$ cat config.mk
export PLATFORM = sky130hd
export DESIGN_NAME = ah_pl2ddr_burst_scheduler_flat
export DESIGN_NICKNAME = d
export VERILOG_FILES = /design/src/rtl/ah_pl2ddr_burst_scheduler_if.sv /design/src/rtl/ah_pl2ddr_burst_scheduler.sv /design/src/flat_wrapper.sv
export SDC_FILE = /design/constraint.sdc
export NUM_CORES = 1
export LEC_CHECK = 0
export ABC_CLOCK_PERIOD_IN_PS = 10100
export CAP_MARGIN = 15
export CORE_MARGIN = 2
export CORE_UTILIZATION = 50
export DETAILED_ROUTE_END_ITERATION = 8
export PLACE_DENSITY = 0.83
export SLEW_MARGIN = 20
export SYNTH_ARGS = -nofsm -noshare
export SYNTH_HDL_FRONTEND = slang
export SYNTH_SLANG_ARGS = --single-unit
$ cat constraint.sdc
create_clock -name m_axi_out_aclk -period 10.1 [get_ports m_axi_out_aclk]
set_clock_uncertainty 0.1 [all_clocks]
set_input_delay 1.01 -clock m_axi_out_aclk [delete_from_list [all_inputs] [get_ports m_axi_out_aclk]]
set_output_delay 1.01 -clock m_axi_out_aclk [all_outputs]
set_load 0.05 [all_outputs]
$ cat src/rtl/ah_pl2ddr_burst_scheduler_if.sv
// rtl/ah_pl2ddr_burst_scheduler_if.sv - control/status bundle between command FSM, AXI master and scheduler
interface ah_pl2ddr_burst_scheduler_if;
    logic        start;
    logic        abort;
    logic        flush;
    logic [31:0] cfg_addr_low;
    logic [31:0] cfg_addr_high;
    logic [31:0] cfg_total_words;
    logic [9:0]  words_available;
    logic        txn_done;
    logic        axi_error;
    logic        tx_init;
    logic [31:0] burst_addr;
    logic [8:0]  burst_len;
    logic        busy;
    logic        done;
    logic        error;
    logic        cfg_error;
    logic        wrapped;
    logic [31:0] words_sent;
    logic [31:0] bursts_sent;
    logic [2:0]  state;

    modport master (
        input  start, abort, flush, cfg_addr_low, cfg_addr_high, cfg_total_words,
               words_available, txn_done, axi_error,
        output tx_init, burst_addr, burst_len, busy, done, error, cfg_error,
               wrapped, words_sent, bursts_sent, state
    );

    modport slave (
        output start, abort, flush, cfg_addr_low, cfg_addr_high, cfg_total_words,
               words_available, txn_done, axi_error,
        input  tx_init, burst_addr, burst_len, busy, done, error, cfg_error,
               wrapped, words_sent, bursts_sent, state
    );
endinterface

$ cat src/rtl/ah_pl2ddr_burst_scheduler.sv
// rtl/ah_pl2ddr_burst_scheduler.sv - PL2DDR AXI write burst scheduler with ring-buffer wrap
module ah_pl2ddr_burst_scheduler #(
    parameter int MAX_BURST = 256,
    parameter bit WRAP_EN   = 1'b1
) (
    input  logic                           m_axi_out_aclk,
    input  logic                           m_axi_out_aresetn,
    ah_pl2ddr_burst_scheduler_if.master    bus
);
    typedef enum logic [2:0] {
        IDLE      = 3'd0,
        WAIT_DATA = 3'd1,
        ISSUE     = 3'd2,
        WAIT_DONE = 3'd3,
        ADVANCE   = 3'd4,
        DONE      = 3'd5,
        ERROR     = 3'd6
    } state_t;

    localparam logic [32:0] MAX33 = 33'(MAX_BURST);

    state_t      st, nxt;
    logic [31:0] cur_addr, remaining, low_q, high_q;
    logic        cont_q, abort_pend, cfg_error_q, wrapped_q;
    logic [31:0] burst_addr_q, words_sent_q, bursts_sent_q;
    logic [8:0]  burst_len_q;

    logic        launch, bad_cfg, load, do_adv, do_wrap;
    logic [8:0]  len_sel, cand;
    logic [12:0] to4k_bytes;
    logic [32:0] high_p1, tohigh_bytes, to4k, tohigh, cand33, adv_addr;
    logic [31:0] adv_rem;

    always_comb begin
        high_p1      = {1'b0, high_q} + 33'd1;
        to4k_bytes   = 13'h1000 - {1'b0, cur_addr[11:0]};
        to4k         = {22'd0, to4k_bytes[12:2]};
        tohigh_bytes = high_p1 - {1'b0, cur_addr};
        tohigh       = {2'b00, tohigh_bytes[32:2]};
        cand33       = MAX33;
        if (to4k < cand33)
            cand33 = to4k;
        if (tohigh < cand33)
            cand33 = tohigh;
        if (!cont_q && ({1'b0, remaining} < cand33))
            cand33 = {1'b0, remaining};
        cand     = cand33[8:0];
        adv_addr = {1'b0, cur_addr} + {22'd0, burst_len_q, 2'b00};
        adv_rem  = remaining - {23'd0, burst_len_q};
    end

    assign bad_cfg = (bus.cfg_addr_low[1:0] != 2'b00) || (bus.cfg_addr_high[1:0] != 2'b11) ||
                     (bus.cfg_addr_high < bus.cfg_addr_low);
    assign launch  = bus.start && (st == IDLE || st == DONE || st == ERROR);
    // A txn_done coinciding with axi_error still retires its burst into the counters.
    assign do_adv  = (st == ADVANCE) || (st == WAIT_DONE && bus.txn_done && bus.axi_error);

    always_comb begin
        nxt     = st;
        load    = 1'b0;
        len_sel = cand;
        do_wrap = 1'b0;
        case (st)
            IDLE, DONE, ERROR: begin
                if (bus.start)
                    nxt = bad_cfg ? ERROR : WAIT_DATA;
            end
            WAIT_DATA: begin
                if (bus.axi_error)
                    nxt = ERROR;
                else if (bus.abort)
                    nxt = IDLE;
                else if (bus.words_available >= {1'b0, cand}) begin
                    load = 1'b1;
                    nxt  = ISSUE;
                end else if (bus.flush && bus.words_available != 10'd0) begin
                    load    = 1'b1;
                    len_sel = bus.words_available[8:0];
                    nxt     = ISSUE;
                end
            end
            ISSUE:     nxt = bus.axi_error ? ERROR : WAIT_DONE;
            WAIT_DONE: begin
                if (bus.axi_error)
                    nxt = ERROR;
                else if (bus.txn_done)
                    nxt = ADVANCE;
            end
            ADVANCE: begin
                if (bus.axi_error)
                    nxt = ERROR;
                else if (abort_pend || bus.abort)
                    nxt = IDLE;
                else if (!cont_q && adv_rem == 32'd0)
                    nxt = DONE;
                else if (adv_addr == high_p1) begin
                    do_wrap = WRAP_EN;
                    nxt     = WRAP_EN ? WAIT_DATA : DONE;
                end else
                    nxt = WAIT_DATA;
            end
            default: nxt = IDLE;
        endcase
    end

    always_ff @(posedge m_axi_out_aclk or negedge m_axi_out_aresetn) begin
        if (!m_axi_out_aresetn) begin
            st            <= IDLE;
            cur_addr      <= '0;
            remaining     <= '0;
            low_q         <= '0;
            high_q        <= '0;
            cont_q        <= 1'b0;
            abort_pend    <= 1'b0;
            cfg_error_q   <= 1'b0;
            wrapped_q     <= 1'b0;
            burst_addr_q  <= '0;
            burst_len_q   <= '0;
            words_sent_q  <= '0;
            bursts_sent_q <= '0;
        end else begin
            st         <= nxt;
            wrapped_q  <= do_wrap;
            abort_pend <= (st == ISSUE || st == WAIT_DONE) && (bus.abort || abort_pend);
            if (launch) begin
                low_q         <= bus.cfg_addr_low;
                high_q        <= bus.cfg_addr_high;
                cont_q        <= (bus.cfg_total_words == 32'd0);
                cur_addr      <= bus.cfg_addr_low;
                remaining     <= bus.cfg_total_words;
                words_sent_q  <= '0;
                bursts_sent_q <= '0;
                cfg_error_q   <= bad_cfg;
            end else begin
                if (load) begin
                    burst_addr_q <= cur_addr;
                    burst_len_q  <= len_sel;
                end
                if (do_adv) begin
                    cur_addr      <= do_wrap ? low_q : adv_addr[31:0];
                    remaining     <= adv_rem;
                    words_sent_q  <= words_sent_q + {23'd0, burst_len_q};
                    bursts_sent_q <= bursts_sent_q + 32'd1;
                end
            end
        end
    end

    assign bus.tx_init     = (st == ISSUE);
    assign bus.busy        = (st == WAIT_DATA) || (st == ISSUE) || (st == WAIT_DONE) || (st == ADVANCE);
    assign bus.done        = (st == DONE);
    assign bus.error       = (st == ERROR);
    assign bus.cfg_error   = cfg_error_q;
    assign bus.wrapped     = wrapped_q;
    assign bus.burst_addr  = burst_addr_q;
    assign bus.burst_len   = burst_len_q;
    assign bus.words_sent  = words_sent_q;
    assign bus.bursts_sent = bursts_sent_q;
    assign bus.state       = st;
endmodule

$ cat src/flat_wrapper.sv
// flat-port wrapper written by rule: the top's interface ports become plain ports
module ah_pl2ddr_burst_scheduler_flat 
#(
    parameter int MAX_BURST = 256,
    parameter bit WRAP_EN   = 1'b1
)
  (m_axi_out_aclk, m_axi_out_aresetn, bus_start, bus_abort, bus_flush, bus_cfg_addr_low, bus_cfg_addr_high, bus_cfg_total_words, bus_words_available, bus_txn_done, bus_axi_error, bus_tx_init, bus_burst_addr, bus_burst_len, bus_busy, bus_done, bus_error, bus_cfg_error, bus_wrapped, bus_words_sent, bus_bursts_sent, bus_state);
  ah_pl2ddr_burst_scheduler_if bus_i ();
  input  logic m_axi_out_aclk;
  input  logic m_axi_out_aresetn;
  input wire logic [$bits(bus_i.start)-1:0] bus_start;
  input wire logic [$bits(bus_i.abort)-1:0] bus_abort;
  input wire logic [$bits(bus_i.flush)-1:0] bus_flush;
  input wire logic [$bits(bus_i.cfg_addr_low)-1:0] bus_cfg_addr_low;
  input wire logic [$bits(bus_i.cfg_addr_high)-1:0] bus_cfg_addr_high;
  input wire logic [$bits(bus_i.cfg_total_words)-1:0] bus_cfg_total_words;
  input wire logic [$bits(bus_i.words_available)-1:0] bus_words_available;
  input wire logic [$bits(bus_i.txn_done)-1:0] bus_txn_done;
  input wire logic [$bits(bus_i.axi_error)-1:0] bus_axi_error;
  output wire logic [$bits(bus_i.tx_init)-1:0] bus_tx_init;
  output wire logic [$bits(bus_i.burst_addr)-1:0] bus_burst_addr;
  output wire logic [$bits(bus_i.burst_len)-1:0] bus_burst_len;
  output wire logic [$bits(bus_i.busy)-1:0] bus_busy;
  output wire logic [$bits(bus_i.done)-1:0] bus_done;
  output wire logic [$bits(bus_i.error)-1:0] bus_error;
  output wire logic [$bits(bus_i.cfg_error)-1:0] bus_cfg_error;
  output wire logic [$bits(bus_i.wrapped)-1:0] bus_wrapped;
  output wire logic [$bits(bus_i.words_sent)-1:0] bus_words_sent;
  output wire logic [$bits(bus_i.bursts_sent)-1:0] bus_bursts_sent;
  output wire logic [$bits(bus_i.state)-1:0] bus_state;
  assign bus_i.start = bus_start;
  assign bus_i.abort = bus_abort;
  assign bus_i.flush = bus_flush;
  assign bus_i.cfg_addr_low = bus_cfg_addr_low;
  assign bus_i.cfg_addr_high = bus_cfg_addr_high;
  assign bus_i.cfg_total_words = bus_cfg_total_words;
  assign bus_i.words_available = bus_words_available;
  assign bus_i.txn_done = bus_txn_done;
  assign bus_i.axi_error = bus_axi_error;
  assign bus_tx_init = bus_i.tx_init;
  assign bus_burst_addr = bus_i.burst_addr;
  assign bus_burst_len = bus_i.burst_len;
  assign bus_busy = bus_i.busy;
  assign bus_done = bus_i.done;
  assign bus_error = bus_i.error;
  assign bus_cfg_error = bus_i.cfg_error;
  assign bus_wrapped = bus_i.wrapped;
  assign bus_words_sent = bus_i.words_sent;
  assign bus_bursts_sent = bus_i.bursts_sent;
  assign bus_state = bus_i.state;
  ah_pl2ddr_burst_scheduler #(.MAX_BURST(MAX_BURST), .WRAP_EN(WRAP_EN)) u_core (.m_axi_out_aclk(m_axi_out_aclk), .m_axi_out_aresetn(m_axi_out_aresetn), .bus(bus_i));
endmodule
==> impl_metrics.yaml, run 1 <==
critical_path:
  cp_data_arrival_time_ns: 10.14
  critPathSlowestCell: "or4b_4"
  path_buf_inv: 4
  cp-start-kind: "register"
  cp-startpoint: "u_core.high_q[1]$_DFFE_PN0P_"
  cp_top_family: "compound AO/OA/AOI/OAI gates"
  crit_top_cell: "a21o_1"
  crit_type: "reg2reg"
  required_ns: 10.45
  critical_path_peak_fanout: 6
  reg2reg_from: "u_core.high_q[1]$_DFFE_PN0P_"
  setup.worst_path.end_class: "register"
  crit_path_max_incr_delay_ns: 0.50
routing:
  totalWireLength_mm: 63.6
  detail_route.wl_per_cell_um: 21.7
  drc: 0
  ant_nets: 0
  firstDrtPassIters: 6
  drt_iter0_markers: 1908
  via_per_inst: 6.27
  num_vias: 18400
power:
  pwr-share-clk_pct: 12.7
  p_per_area_nw_per_um2: 377
  p_comb_share_pct: 66.6
  vdd_drop_max_v: 0.000164
  p_switching_mw: 4.40
  p_total_mw: 8.58
  p_seq_share_pct: 20.7
  netSwitchingFraction_pct: 51.3
  leakage_nw: 10.2
  p_int_mw: 4.18
clock_tree:
  cts_tree: "built"
  cts-buffers-inserted: 27
  ctsHtreeMaxLevel: 1
  cts-root-buf: "clkbuf_16"
  path_clk_slew_ns: 0.07
  clock_path_buffers: 3
  cts_sinks: 240
  clk_latency_ns: 0.58
placement:
  numPortBuffers: 226
  hpwl_mm: 48.2
  post-place-ws_ns: -0.0953
  place_inst: 2874
  gp_congestion: 0.986
timing:
  worst_slew_pin_slew_ns: 0.998
  finalSetupViolCount: 0
  worst_slack_ns: 0.311
  fin_tns_setup_ns: 0
  final_max_slew_viol_count: 0
  fmax_mhz: 102
  period_share_pct: 96.9
  period_needed_ns: 9.79
  hold_violations: 0
  slew_headroom_pct: 32.6
global_route:
  antenna_found_initial: 2
  grt_max_degree: 97
  grt_pass1_vias: 17900
  grt_pass1_wl_mm: 98.6
  globalRouteOverflowTotal: 0
  track_usage_pct: 32.2
status:
  status: "finished clean"
synth:
  synth_fa_ha_area_share_pct: 9.77
  synthMuxAreaShare_pct: 2.54
  synth_top_family_by_area: "simple AND/OR/NAND/NOR gates"
  synth_compound_area_share_pct: 19.7
  yosys.area_share.simple_pct: 22.3
  avgSynthCellArea_um2: 8.38
  synth_xor_area_share_pct: 8.58
  synthDistinctLibCells: 88
  synth-async-reset-ratio_pct: 100
  synth_area_um2: 18400
  yosys_warnings: 0
  yosys_most_used_dff: "dfrtp_1"
  ys_seq_area_share_pct: 32.6
  synth-seq-cells: 240
  synth_cells: 2199
  synth_edf_count: 0
final_layout:
  fin_cells: 2933
  final_layout_size_suffix_gt1_share_pct: 8.00
  area_growth_pct: 23.6
  finalNetCount: 2698
floorplanning:
  dieArea_um2: 38400
  core.rowCount: 70
  coreArea_um2: 36400
  die_height_um: 196
  io_pins: 227
  fp.dieW_um: 196
  start_util_pct: 50.6
hold_path:
  hold_path.class: "in2async"
flow_run:
  cap_violations: 0
power by group through the flow:
| stage | sequential [mW] | combinational (mW) | clock [mW] |
|---|---|---|---|
| detailed placement | 1.76 | 5.37 | 0 |
| global placement | 1.74 | 5.29 | 0 |
| finish | 1.77 | 5.72 | 1.09 |
| CTS | 1.75 | 5.42 | 1.10 |
| floorplan | 1.94 | 3.49 | 0 |
| global route | 1.82 | 6.18 | 1.14 |
synthesized netlist by cell type, types with 9 or more instances:
library cell,n,area [µm²]
nor2b_1,17,106
dfrtp_1,240,6010
nand4_1,49,307
o31ai_1,16,120
o311ai_0,12,105
a22oi_1,37,278
nor3_1,38,190
inv_1,131,492
and4_1,15,131
xor2_1,58,508
xnor3_1,12,270
or3_1,29,181
o221ai_1,10,87.6
buf_1,9,33.8
a31oi_1,11,68.8
o21ai_0,172,861
mux2i_1,34,340
clkbuf_1,71,267
xnor2_1,89,780
nor2_1,158,593
and3_1,18,113
nand2_1,311,1170
nand2b_1,20,125
o211ai_1,16,120
ha_1,139,1740
o21a_1,19,143
a21o_1,41,308
nor4_1,27,169
or4_1,12,90.1
nand3_1,89,445
mux2_2,10,113
a21oi_1,104,521
and2_1,13,81.3
a21boi_0,9,67.6
or2_2,11,68.8
through the flow:
| step | hold WS [ns] | area, µm² | utilization, % |
|---|---|---|---|
| detailed placement | 0.363 | 21400 | 58.8 |
| CTS | 0.378 | 22400 | 61.4 |
| global placement | 0.361 | 21400 | 58.8 |
| floorplan | 0.345 | 18500 | - |
| finish | 0.376 | 22800 | 62.5 |
| global route | 0.404 | 22800 | 62.5 |
worst register-to-register path: cells and delay by family (launching register included):
family | cells | cell delay (ns)
muxes | 2 | 0.64
buffers and inverters | 4 | 0.62
adders and majority gates | 5 | 1.27
DFF | 1 | 0.44
and+or+nand+nor | 11 | 2.53
AOI/OAI and AO/OA | 19 | 3.52
xor gates and xnor gates | 2 | 0.55
logic make-up (layout without fill, tap and decap cells):
family	Yosys count	after routing
buf+inv	215	459
mux	45	45
simple gates	844	844
xor+xnor	160	160
compound gates	552	552
fa+ha+maj	142	142
other cells	1	23
flops	240	240
area by class of cell:
class | instances | area [µm²]
fill | 3059 | 13700
multi-input combinational | 1765 | 12000
sequential | 240 | 6010
timing repair buffer | 278 | 2720
clock buffer | 33 | 738
tap | 468 | 586
inverter | 131 | 492
clock inverter | 17 | 224
antenna | 1 | 2.50
sequential cells by signal (all words and copies together) (netlist names):
signal,cells
u_core.abort_pend,1
u_core.bus.burst_addr,32
u_core.bus.burst_len,9
u_core.bus.bursts_sent,32
u_core.bus.cfg_error,1
u_core.bus.state,3
u_core.bus.words_sent,32
u_core.bus.wrapped,1
u_core.cont_q,1
u_core.cur_addr,32
u_core.high_q,32
u_core.low_q,32
u_core.remaining,32
layout by cell type, fill, tap and decap left out, types with 13 or more instances in the layout:
cell type	synthesis	final
o21a_1	19	16
ha_1	139	128
and4_1	15	15
a21oi_1	104	101
a21o_1	41	41
conb_1	1	22
nor3_1	38	35
dfrtp_1	240	234
nor2b_1	17	16
o21ai_0	172	170
and3_1	18	16
nor2_1	158	155
nand2b_1	20	20
mux2i_1	34	34
and2_1	13	13
o211ai_1	16	16
nand3_1	89	86
buf_4	0	45
a22oi_1	37	37
nand4_1	49	49
or3_1	29	29
nor4_1	27	25
inv_1	131	131
o31ai_1	16	16
clkbuf_16	0	29
xnor2_1	89	85
xor2_1	58	54
nand2_1	311	309
clkdlybuf4s50_1	0	225
worst paths after layout:
kind	end	slack [ns]	cells after the start
hold / removal	u_core.high_q[31]$_DFFE_PN0P_	0.38	1
setup / recovery	u_core.bus.burst_addr[0]$_DFFE_PN0P_	0.31	43
max in group asynchronous	u_core.high_q[7]$_DFFE_PN0P_	8.11	2
setup reg to reg	u_core.bus.burst_addr[0]$_DFFE_PN0P_	0.31	43
hold reg to reg	u_core.bus.burst_addr[17]$_DFFE_PN0P_	0.38	2
min in group m_axi_out_aclk	u_core.bus.burst_addr[17]$_DFFE_PN0P_	0.38	2
timing repair:
item,CTS,global route
gates resized for setup,1,62
pin swaps,1,14
hold buffers,0,0
cloned,0,3
setup buffers,0,5
setup endpoints to repair,34,44
per-layer routing:
layer / wire length, µm / track usage, % / share of wire [%]
met1: 26600 / 44.0 / 42
met2: 29400 / 51.5 / 46
met3: 5370 / 5.78 / 8.4
met4: 2300 / 11.3 / 3.6
met5: 34 / 0 / 0.053
(Power assumes the default switching activity.)
==> run 2: changes to the inputs <==
- CORE_ASPECT_RATIO: not set -> 0.9
==> impl_metrics.yaml, run 2 (synthesis gave the netlist of run 1 again) <==
global_route:
  grt_max_degree: 90
  antenna_found_initial: 4
  grt_pass1_wl_mm: 99.9
  track_usage_pct: 33.5
  grt_pass1_vias: 17500
  globalRouteOverflowTotal: 0
timing:
  hold_violations: 0
  final_max_slew_viol_count: 0
  finalSetupViolCount: 0
  worst_slew_pin_slew_ns: 1.39
  fin_tns_setup_ns: 0
  fmax_mhz: 100
  hold_slack_ns: 0.353
  slew_headroom_pct: 6.51
  period_needed_ns: 9.95
  period_share_pct: 98.5
routing:
  num_vias: 18700
  ant_nets: 0
  drc: 0
  firstDrtPassIters: 6
  totalWireLength_mm: 66.0
  via_per_inst: 6.34
  detail_route.wl_per_cell_um: 22.4
  drt_iter0_markers: 1984
flow_run:
  cap_violations: 0
clock_tree:
  ctsHtreeMaxLevel: 1
  cts_sinks: 240
  hold_buffers: 0
  path_clk_slew_ns: 0.06
  cts_tree: "built"
  cts-root-buf: "clkbuf_16"
  cts-buffers-inserted: 27
  clock_path_buffers: 3
  clk_latency_ns: 0.59
floorplanning:
  start_util_pct: 50.8
  core.rowCount: 66
  io_pins: 227
  fp.dieW_um: 206
  die_height_um: 186
  coreArea_um2: 36300
  dieArea_um2: 38400
critical_path:
  critical_path_peak_fanout: 6
  cp-endpoint: "u_core.bus.burst_addr[0]$_DFFE_PN0P_"
  crit_top_cell: "a21o_1"
  required_ns: 10.47
  r2r-end: "u_core.bus.burst_addr[0]$_DFFE_PN0P_"
  crit_type: "reg2reg"
  ff2ff_path_depth: 42
  cp_data_arrival_time_ns: 10.32
  cp-start-kind: "register"
  ff2ff_setup_slack_ns: 0.15
  crit_path_max_incr_delay_ns: 0.51
  cp-startpoint: "u_core.high_q[2]$_DFFE_PN0P_"
  critPathSlowestCell: "or4b_4"
  reg2reg_from: "u_core.high_q[2]$_DFFE_PN0P_"
  setup.worst_path.end_class: "register"
placement:
  numPortBuffers: 226
  hpwl_mm: 49.9
  gp_congestion: 0.990
  place_inst: 2881
final_layout:
  final_layout_size_suffix_gt1_share_pct: 8.65
  fin_cells: 2954
  layout_commonest_cell: "nand2_1"
  finish.utilization_pct: 63.3
  layout_common_cells: "nand2_1 (308), dfrtp_1 (232), clkdlybuf4s50_1 (225)"
  area_growth_pct: 24.6
  finalNetCount: 2710
power:
  p_per_area_nw_per_um2: 375
  p_total_mw: 8.61
  vdd_drop_max_v: 0.000177
  leakage_nw: 10.3
status:
  status: "finished clean"
hold_path:
  hold_path.class: "in2async"
run 2: power breakdown:
group	total (mW)	internal (mW)	switching [mW]	leakage, nW
sequential	1.81	1.32	0.499	3.06
clock	1.02	0.584	0.439	0.428
combinational	5.77	2.29	3.48	6.82
total	8.61	4.19	4.42	10.3
run 2: per-stage QoR:
| stage | area (µm²) | setup WS (ns) |
|---|---|---|
| final | 22900 | 0.147 |
| after global routing | 22900 | -0.176 |
| after CTS | 22400 | 0.0413 |
| after detailed placement | 21400 | -0.351 |
| after global placement | 21400 | 0.147 |
| after floorplan | 18500 | 0.272 |
run 2: how the worst min path moves through the flow:
stage | cells after the start | slack, ns | to | start
after global placement | 2 | 0.36 | u_core.low_q[1]$_DFFE_PN0P_ | u_core.low_q[1]$_DFFE_PN0P_
after floorplan | 2 | 0.35 | u_core.low_q[0]$_DFFE_PN0P_ | u_core.low_q[0]$_DFFE_PN0P_
after detailed placement | 2 | 0.36 | u_core.low_q[0]$_DFFE_PN0P_ | u_core.low_q[0]$_DFFE_PN0P_
after CTS | 1 | 0.37 | u_core.low_q[30]$_DFFE_PN0P_ | m_axi_out_aresetn
after global routing | 2 | 0.39 | u_core.bus.burst_addr[4]$_DFFE_PN0P_ | u_core.bus.burst_addr[4]$_DFFE_PN0P_
final | 1 | 0.35 | u_core.low_q[30]$_DFFE_PN0P_ | m_axi_out_aresetn
run 2: critical path: cells and delay by family (launching register included):
kind / cells / cell delay (ns)
AO/OA/AOI/OAI: 19 / 3.68
AND/OR/NAND/NOR: 12 / 2.95
adder cells (fa/ha/maj): 4 / 1.07
multiplexers: 2 / 0.60
XOR/XNOR: 2 / 0.49
flip-flops: 1 / 0.46
buffers and inverters: 3 / 0.46
run 2: per-layer routing:
| metal | wire [µm] | GRT usage [%] | up-vias |
|---|---|---|---|
| met3 | 7670 | 8.67 | 129 |
| met1 | 28200 | 49.4 | 9097 |
| li1 | - | - | 8447 |
| met2 | 28300 | 48.7 | 1041 |
| met5 | 0 | 0 | - |
| met4 | 1870 | 8.54 | 0 |
run 2: repair_timing:
action,CTS,global route
setup endpoints to repair,44,44
pin swaps,2,23
cloned,1,2
setup buffers,2,16
resized for setup,11,70
run 2: area by class of cell:
| class | count | area (µm²) |
|---|---|---|
| Antenna cell | 3 | 7.51 |
| Timing Repair Buffer | 290 | 2820 |
| Sequential cell | 240 | 6020 |
| Fill cell | 3037 | 13300 |
| Clock buffer | 39 | 771 |
| Inverter | 131 | 492 |
| Tap cell | 476 | 596 |
| Clock inverter | 10 | 129 |
| Multi-Input combinational cell | 1765 | 12100 |
